<file path="src/rtl/eth_pkg.sv">
// Shared Ethernet constants and the transmit FSM encoding used by the GMII frame
// path and the CRC-32 datapath.
package eth_pkg;

  localparam logic [7:0]  PREAMBLE_BYTE = 8'h55;
  localparam logic [7:0]  SFD_BYTE      = 8'hD5;
  localparam logic [31:0] CRC_INIT      = 32'hFFFF_FFFF;
  localparam logic [31:0] CRC_POLY      = 32'h04C1_1DB7;

  function automatic logic [31:0] reflect32(input logic [31:0] v);
    logic [31:0] r;
    for (int i = 0; i < 32; i++) r[i] = v[31-i];
    return r;
  endfunction

  // Ethernet shifts LSB first, so the register runs on the bit-reversed polynomial.
  localparam logic [31:0] CRC_POLY_REFL = reflect32(CRC_POLY);

  typedef logic [2:0] tx_state_t;
  localparam tx_state_t ST_IDLE     = 3'd0;
  localparam tx_state_t ST_PREAMBLE = 3'd1;
  localparam tx_state_t ST_SFD      = 3'd2;
  localparam tx_state_t ST_DATA     = 3'd3;
  localparam tx_state_t ST_PAD      = 3'd4;
  localparam tx_state_t ST_FCS      = 3'd5;
  localparam tx_state_t ST_IFG      = 3'd6;

endpackage

</file>
<file path="src/rtl/crc32_d8.sv">
// Combinational reflected CRC-32 advance by one byte; the caller owns the register.
module crc32_d8
  import eth_pkg::*;
(
  input  logic [31:0] i_crc,
  input  logic [7:0]  i_data,
  output logic [31:0] o_crc
);

  logic [31:0] w_c;

  always_comb begin
    w_c = i_crc ^ {24'h0, i_data};
    for (int i = 0; i < 8; i++) begin
      w_c = w_c[0] ? ((w_c >> 1) ^ CRC_POLY_REFL) : (w_c >> 1);
    end
    o_crc = w_c;
  end

endmodule

</file>
<file path="src/rtl/gmii_frame_tx.sv">
// GMII frame transmitter: preamble/SFD, streamed data, zero pad, CRC-32 FCS, IFG.
// The FSM state names the byte being loaded into the output register this cycle.
module gmii_frame_tx
  import eth_pkg::*;
#(
  parameter int MIN_LEN    = 60,
  parameter int IFG_CYCLES = 12
) (
  input  logic       gmii_tx_clk,
  input  logic       reset,
  input  logic [7:0] s_data,
  input  logic       s_valid,
  input  logic       s_last,
  output logic       s_ready,
  output logic       gmii_tx_en,
  output logic [7:0] gmii_txd,
  output logic       tx_busy,
  output logic       tx_done,
  output logic       tx_underrun
);

  localparam logic [11:0] MIN_LEN_W = 12'(MIN_LEN);
  localparam logic [15:0] IFG_LAST  = 16'(IFG_CYCLES - 1);

  tx_state_t   r_state, w_state_nxt;
  logic [10:0] r_cnt, w_cnt_nxt, w_cnt_inc;
  logic [2:0]  r_phase, w_phase_nxt;
  logic [15:0] r_ifg, w_ifg_nxt;
  logic        r_abort, w_abort_nxt;
  logic [31:0] r_crc, w_crc_nxt, w_crc_upd, w_fcs;
  logic [7:0]  w_crc_byte, w_txd_nxt;
  logic        w_en_nxt, w_done_nxt, w_under_nxt;

  crc32_d8 u_crc (
    .i_crc  (r_crc),
    .i_data (w_crc_byte),
    .o_crc  (w_crc_upd)
  );

  assign s_ready    = (r_state == ST_DATA);
  assign w_crc_byte = (r_state == ST_DATA) ? s_data : 8'h00;
  assign w_cnt_inc  = (r_cnt == 11'h7FF) ? r_cnt : r_cnt + 11'd1;
  // An aborted frame sends the raw register, i.e. the bit-inverse of the true FCS.
  assign w_fcs      = r_abort ? r_crc : ~r_crc;

  always_comb begin
    w_state_nxt = r_state;
    w_cnt_nxt   = r_cnt;
    w_phase_nxt = r_phase;
    w_ifg_nxt   = r_ifg;
    w_abort_nxt = r_abort;
    w_crc_nxt   = r_crc;
    w_en_nxt    = 1'b0;
    w_txd_nxt   = 8'h00;
    w_done_nxt  = 1'b0;
    w_under_nxt = 1'b0;
    case (r_state)
      ST_IDLE: begin
        if (s_valid) begin
          w_state_nxt = ST_PREAMBLE;
          w_en_nxt    = 1'b1;
          w_txd_nxt   = PREAMBLE_BYTE;
          w_crc_nxt   = CRC_INIT;
          w_cnt_nxt   = 11'd0;
          w_phase_nxt = 3'd0;
          w_abort_nxt = 1'b0;
        end
      end
      ST_PREAMBLE: begin
        w_en_nxt  = 1'b1;
        w_txd_nxt = PREAMBLE_BYTE;
        if (r_phase == 3'd5) w_state_nxt = ST_SFD;
        else                 w_phase_nxt = r_phase + 3'd1;
      end
      ST_SFD: begin
        w_en_nxt    = 1'b1;
        w_txd_nxt   = SFD_BYTE;
        w_state_nxt = ST_DATA;
      end
      ST_DATA: begin
        w_en_nxt = 1'b1;
        if (s_valid) begin
          w_txd_nxt = s_data;
          w_crc_nxt = w_crc_upd;
          w_cnt_nxt = w_cnt_inc;
          if (s_last) begin
            w_phase_nxt = 3'd0;
            w_state_nxt = ({1'b0, w_cnt_inc} < MIN_LEN_W) ? ST_PAD : ST_FCS;
          end
        end else begin
          // Underrun: first inverted FCS byte goes out now so the wire has no gap.
          w_txd_nxt   = r_crc[7:0];
          w_abort_nxt = 1'b1;
          w_phase_nxt = 3'd1;
          w_state_nxt = ST_FCS;
        end
      end
      ST_PAD: begin
        w_en_nxt  = 1'b1;
        w_crc_nxt = w_crc_upd;
        w_cnt_nxt = w_cnt_inc;
        if ({1'b0, w_cnt_inc} >= MIN_LEN_W) begin
          w_phase_nxt = 3'd0;
          w_state_nxt = ST_FCS;
        end
      end
      ST_FCS: begin
        w_en_nxt = 1'b1;
        case (r_phase[1:0])
          2'd0:    w_txd_nxt = w_fcs[7:0];
          2'd1:    w_txd_nxt = w_fcs[15:8];
          2'd2:    w_txd_nxt = w_fcs[23:16];
          default: w_txd_nxt = w_fcs[31:24];
        endcase
        if (r_phase[1:0] == 2'd3) begin
          w_ifg_nxt   = 16'd0;
          w_state_nxt = ST_IFG;
        end else begin
          w_phase_nxt = r_phase + 3'd1;
        end
      end
      ST_IFG: begin
        if (r_ifg == 16'd0) begin
          w_done_nxt  = ~r_abort;
          w_under_nxt = r_abort;
        end
        if (r_ifg == IFG_LAST) w_state_nxt = ST_IDLE;
        else                   w_ifg_nxt   = r_ifg + 16'd1;
      end
      default: w_state_nxt = ST_IDLE;
    endcase
  end

  always_ff @(posedge gmii_tx_clk or posedge reset) begin
    if (reset) begin
      r_state     <= ST_IDLE;
      r_cnt       <= 11'd0;
      r_phase     <= 3'd0;
      r_ifg       <= 16'd0;
      r_abort     <= 1'b0;
      r_crc       <= CRC_INIT;
      gmii_tx_en  <= 1'b0;
      gmii_txd    <= 8'h00;
      tx_busy     <= 1'b0;
      tx_done     <= 1'b0;
      tx_underrun <= 1'b0;
    end else begin
      r_state     <= w_state_nxt;
      r_cnt       <= w_cnt_nxt;
      r_phase     <= w_phase_nxt;
      r_ifg       <= w_ifg_nxt;
      r_abort     <= w_abort_nxt;
      r_crc       <= w_crc_nxt;
      gmii_tx_en  <= w_en_nxt;
      gmii_txd    <= w_txd_nxt;
      tx_busy     <= (w_state_nxt != ST_IDLE);
      tx_done     <= w_done_nxt;
      tx_underrun <= w_under_nxt;
    end
  end

endmodule

</file>
<file path="config.mk">
export PLATFORM = sky130hd
export DESIGN_NAME = gmii_frame_tx
export DESIGN_NICKNAME = d
export VERILOG_FILES = /design/src/rtl/eth_pkg.sv /design/src/rtl/crc32_d8.sv /design/src/rtl/gmii_frame_tx.sv
export SDC_FILE = /design/constraint.sdc
export NUM_CORES = 1
export LEC_CHECK = 0
export ABC_AREA = 0
export BUFFER_PORTS_ARGS = -buffer_cell sky130_fd_sc_hd__buf_2
export CORE_ASPECT_RATIO = 2
export CORE_MARGIN = 8
export CORE_UTILIZATION = 50
export CTS_CLUSTER_DIAMETER = 120
export DETAILED_ROUTE_END_ITERATION = 10
export PLACE_DENSITY = 0.71
export SLEW_MARGIN = 20
export SYNTH_ARGS = -nofsm -noshare
export SYNTH_HDL_FRONTEND = slang
export SYNTH_SLANG_ARGS = --single-unit
</file>
<file path="constraint.sdc">
create_clock -name gmii_tx_clk -period 2.92 [get_ports gmii_tx_clk]
set_clock_uncertainty 0.1 [all_clocks]
set_input_delay 0.438 -clock gmii_tx_clk [delete_from_list [all_inputs] [get_ports gmii_tx_clk]]
set_output_delay 0.438 -clock gmii_tx_clk [all_outputs]
set_load 0.01 [all_outputs]
</file>
==> metrics.txt <==
initial antenna violation count 0; Post-Synth Simple-Gate Area between 10% and 20%; Die Span Y 161 um; Avg WL per Cell 17.3 um; R2R depth 7; post-synthesis mux area share between 2 and 2.5%; Setup Fix Bufs, Post-CTS 0; Final nets 607; routability cong. 0.881; vias in the first global route between 4,000 and 5,000; detailed placement HPWL 8.85 mm; Core ar. just over 10,000 um2; Power Dens Cells approximately 1100 nW/um2; Least-Margin Pin Slew between 0.8 and 0.9 ns; Net Count, Synth ~600; crit path DAT 2.57 ns; async set-reset flop share out of synthesis 100%; final WL between 10 and 15 mm; Initial Util between 50% and 60%; Slowest-stage cell, CP dfrtp_1; syn_area_per_cell about 9.0 um2; unrepaired setup endpoints after global routing no; Hold Fails Final Rpt 0; worst r2r src r_cnt[0]$_DFFE_PP0P_; EDFF count, synth 0; post-route setup TNS 0 ns; CTS-repair resized insts 0; CTS Buf Count 9; mapped cell area approximately 5200 um2; clk sinks slightly below 80; CP required between 3 and 4 ns; Final Cell Area between 5000 and 6000 um2; Leak Pwr between 2 and 2.5 nW; die width 88.3 um; grt total ovfl 0; Final Critical Period approximately 2.4 ns; # diodes 0; CP dominant cell by count and3_1; maximum clock rate roughly 0.4 GHz; Seq cells post-synth ~80; share of cells above drive strength 1 between 15 and 20%; Vias/cell 5.94; endpoint type of the worst setup path flop; outcome complete, no violations; drc violations 0; Post-synth top flop dfrtp_1; Clock Tree Buf Depth 2; critical path depth in cells 7; post-route ant nets 0; Hold Slack 0.0520 ns; I/O Buffers 24; Max H-tree Level 3; family with the most delay on the worst path compound AO/OA/AOI/OAI gates; Via Count between 4,000 and 5,000; crit-path cells ha_1 > and3_1 > and3_1 > a31o_2 > o2111a_1 > a21oi_1 > mux2_2; WP buf/inv 0; Rows between 50 and 60; Area after DPL 5470 um2; footprint of the multi-input gates approximately 3000 um2; Area Growth Syn to Fin 10.3%; Seq/Total Area, Yosys a little under two fifths; Sequential Area around 2000 um2; first-pass GRT wire length between 20 and 25 mm; Max VDD drop roughly 0.77 mV; root buffer cell clkbuf_16; Yosys Warn Count 0; largest family of logic cells by synthesized area XOR/XNOR gates; WS Path Type reg2reg; Die ar. between 10,000 and 15,000 um2; Post-Synth Adder-Cell Area 1.67%; Clk Latency, worst-skew pair ~0.34 ns; crit path launch type flop; cts hold-fix bufs 0; largest net degree at the start of global routing 45; CTS tree built; Mapped Cells 584; complex-gate fraction of the synthesized area between 10% and 20%; synth unique cells 54; Tightest Hold Check Type in2async; fillers 958; relative slew slack 43.7%; Max-cap violations 0; TritonRoute pass-1 iters 5; fin. max-slew vios 0; Max Fanout on Critical Path 7; First DRT Iteration DRCs between 300 and 400; IO Count 25; XOR/XNOR share of the synthesized area 19.9%; Critical Path Max Stage Delay ~0.43 ns; FF-to-FF setup slack 0.47 ns; Tcrit/Tclk final 83.8%; worst flop-to-flop path endpoint r_phase[0]$_DFFE_PP0P_; gr usage total a little under a fifth; # setup viols final 0; clock slew at reported path FFs about 0.060 ns
## sequential cells by signal (all words and copies together) (netlist names)
| register | count |
|---|---|
| tx_done | 1 |
| r_ifg | 16 |
| r_abort | 1 |
| tx_busy | 1 |
| r_crc | 32 |
| gmii_tx_en | 1 |
| gmii_txd | 8 |
| r_cnt | 11 |
| tx_underrun | 1 |
| r_state | 3 |
| r_phase | 3 |
## Yosys cell counts (all sizes together) (7+ instances only)
library cell,n,share of area (%)
xnor2,64,11
a21oi,55,5.3
nand2,52,3.7
dfrtp,46,22
nor2,40,2.9
xor2,38,7.4
nor3,36,3.4
dfstp,32,16
clkbuf,30,2.2
o21ai,29,2.8
buf,14,1.3
inv,13,0.93
nand3,13,1.2
o22ai,12,1.4
a22oi,9,1.3
mux2i,8,1.5
nand4,8,0.96
a211oi,7,1.0
and3,7,0.84
ha,7,1.7
## metrics by stage
step	util [%]	worst slack [ns]	total power, mW	std cells
5_1_grt	55.8	0.346	6.95	729
3_5_place_dp	52.9	0.500	5.28	714
3_3_place_gp	52.9	0.570	5.24	714
6_report	55.8	0.473	6.49	729
2_1_floorplan	-	0.440	4.49	584
4_1_cts	55.8	0.475	6.49	729
## logic make-up (layout without fill, tap and decap cells)
logic type	Yosys count	after routing
xor gates and xnor gates	105	105
and+or+nand+nor	185	185
muxes	11	11
adders and majority gates	7	7
buffers and inverters	57	65
AOI/OAI and AO/OA	141	141
DFF	78	78
## cell type report
type / instances / area share [%]
Multi-Input combinational cell: 449 / 52.4
Sequential cell: 78 / 34.5
Clock buffer: 11 / 4.03
Timing Repair Buffer: 37 / 3.99
Tap cell: 137 / 2.97
Clock inverter: 4 / 1.26
Inverter: 13 / 0.867
## per-layer routing
layer | vias up | part of all wire, % | GRT usage, %
met5 | - | 0 | 0
met4 | 0 | 1.7 | 7.21
met3 | 20 | 7.2 | 3.43
met2 | 170 | 48 | 28.9
met1 | 2094 | 44 | 24.9
li1 | 2049 | - | -
## report_power, final
part | internal, mW | switching (mW)
clock network | 0.742 | 0.421
registers | 1.50 | 0.433
logic | 1.49 | 1.90
## how the worst max path moves through the flow
stage | from | end
floorplan | reset | gmii_tx_en$_DFF_PP0_
finish | r_cnt[0]$_DFFE_PP0P_ | r_phase[0]$_DFFE_PP0P_
global placement | r_cnt[0]$_DFFE_PP0P_ | r_phase[0]$_DFFE_PP0P_
CTS | r_cnt[0]$_DFFE_PP0P_ | r_phase[0]$_DFFE_PP0P_
detailed placement | r_cnt[0]$_DFFE_PP0P_ | r_phase[0]$_DFFE_PP0P_
global route | r_cnt[0]$_DFFE_PP0P_ | r_phase[0]$_DFFE_PP0P_
## cell usage in the layout, fill, tap and decap left out, types with 3 or more instances in the layout
master,count
nor4_1,5
o22ai_1,12
a211oi_1,7
a31o_2,4
ha_1,7
nand3_1,13
a221oi_1,3
clkbuf_16,9
inv_1,12
xor2_2,5
dfrtp_1,46
nand4_1,8
dfstp_2,32
xnor2_2,3
a21o_1,3
nand4b_1,5
mux2i_1,8
o21ai_0,28
a311oi_1,4
nand2_1,52
and3_1,7
nor2_1,40
nor2b_1,6
buf_2,24
buf_4,12
xnor2_1,61
xor2_1,32
mux2_2,3
nor3_1,35
nand2b_1,3
a21oi_1,55
a22oi_1,9
## worst reg2reg max path, stage by stage, from the launching register on
cell and delay, ns:
dfrtp_1 0.43, ha_1 0.31, and3_1 0.26, and3_1 0.22, a31o_2 0.24, o2111a_1 0.17, a21oi_1 0.26, mux2_2 0.37
No activity file was read; power rests on OpenSTA's default activity.
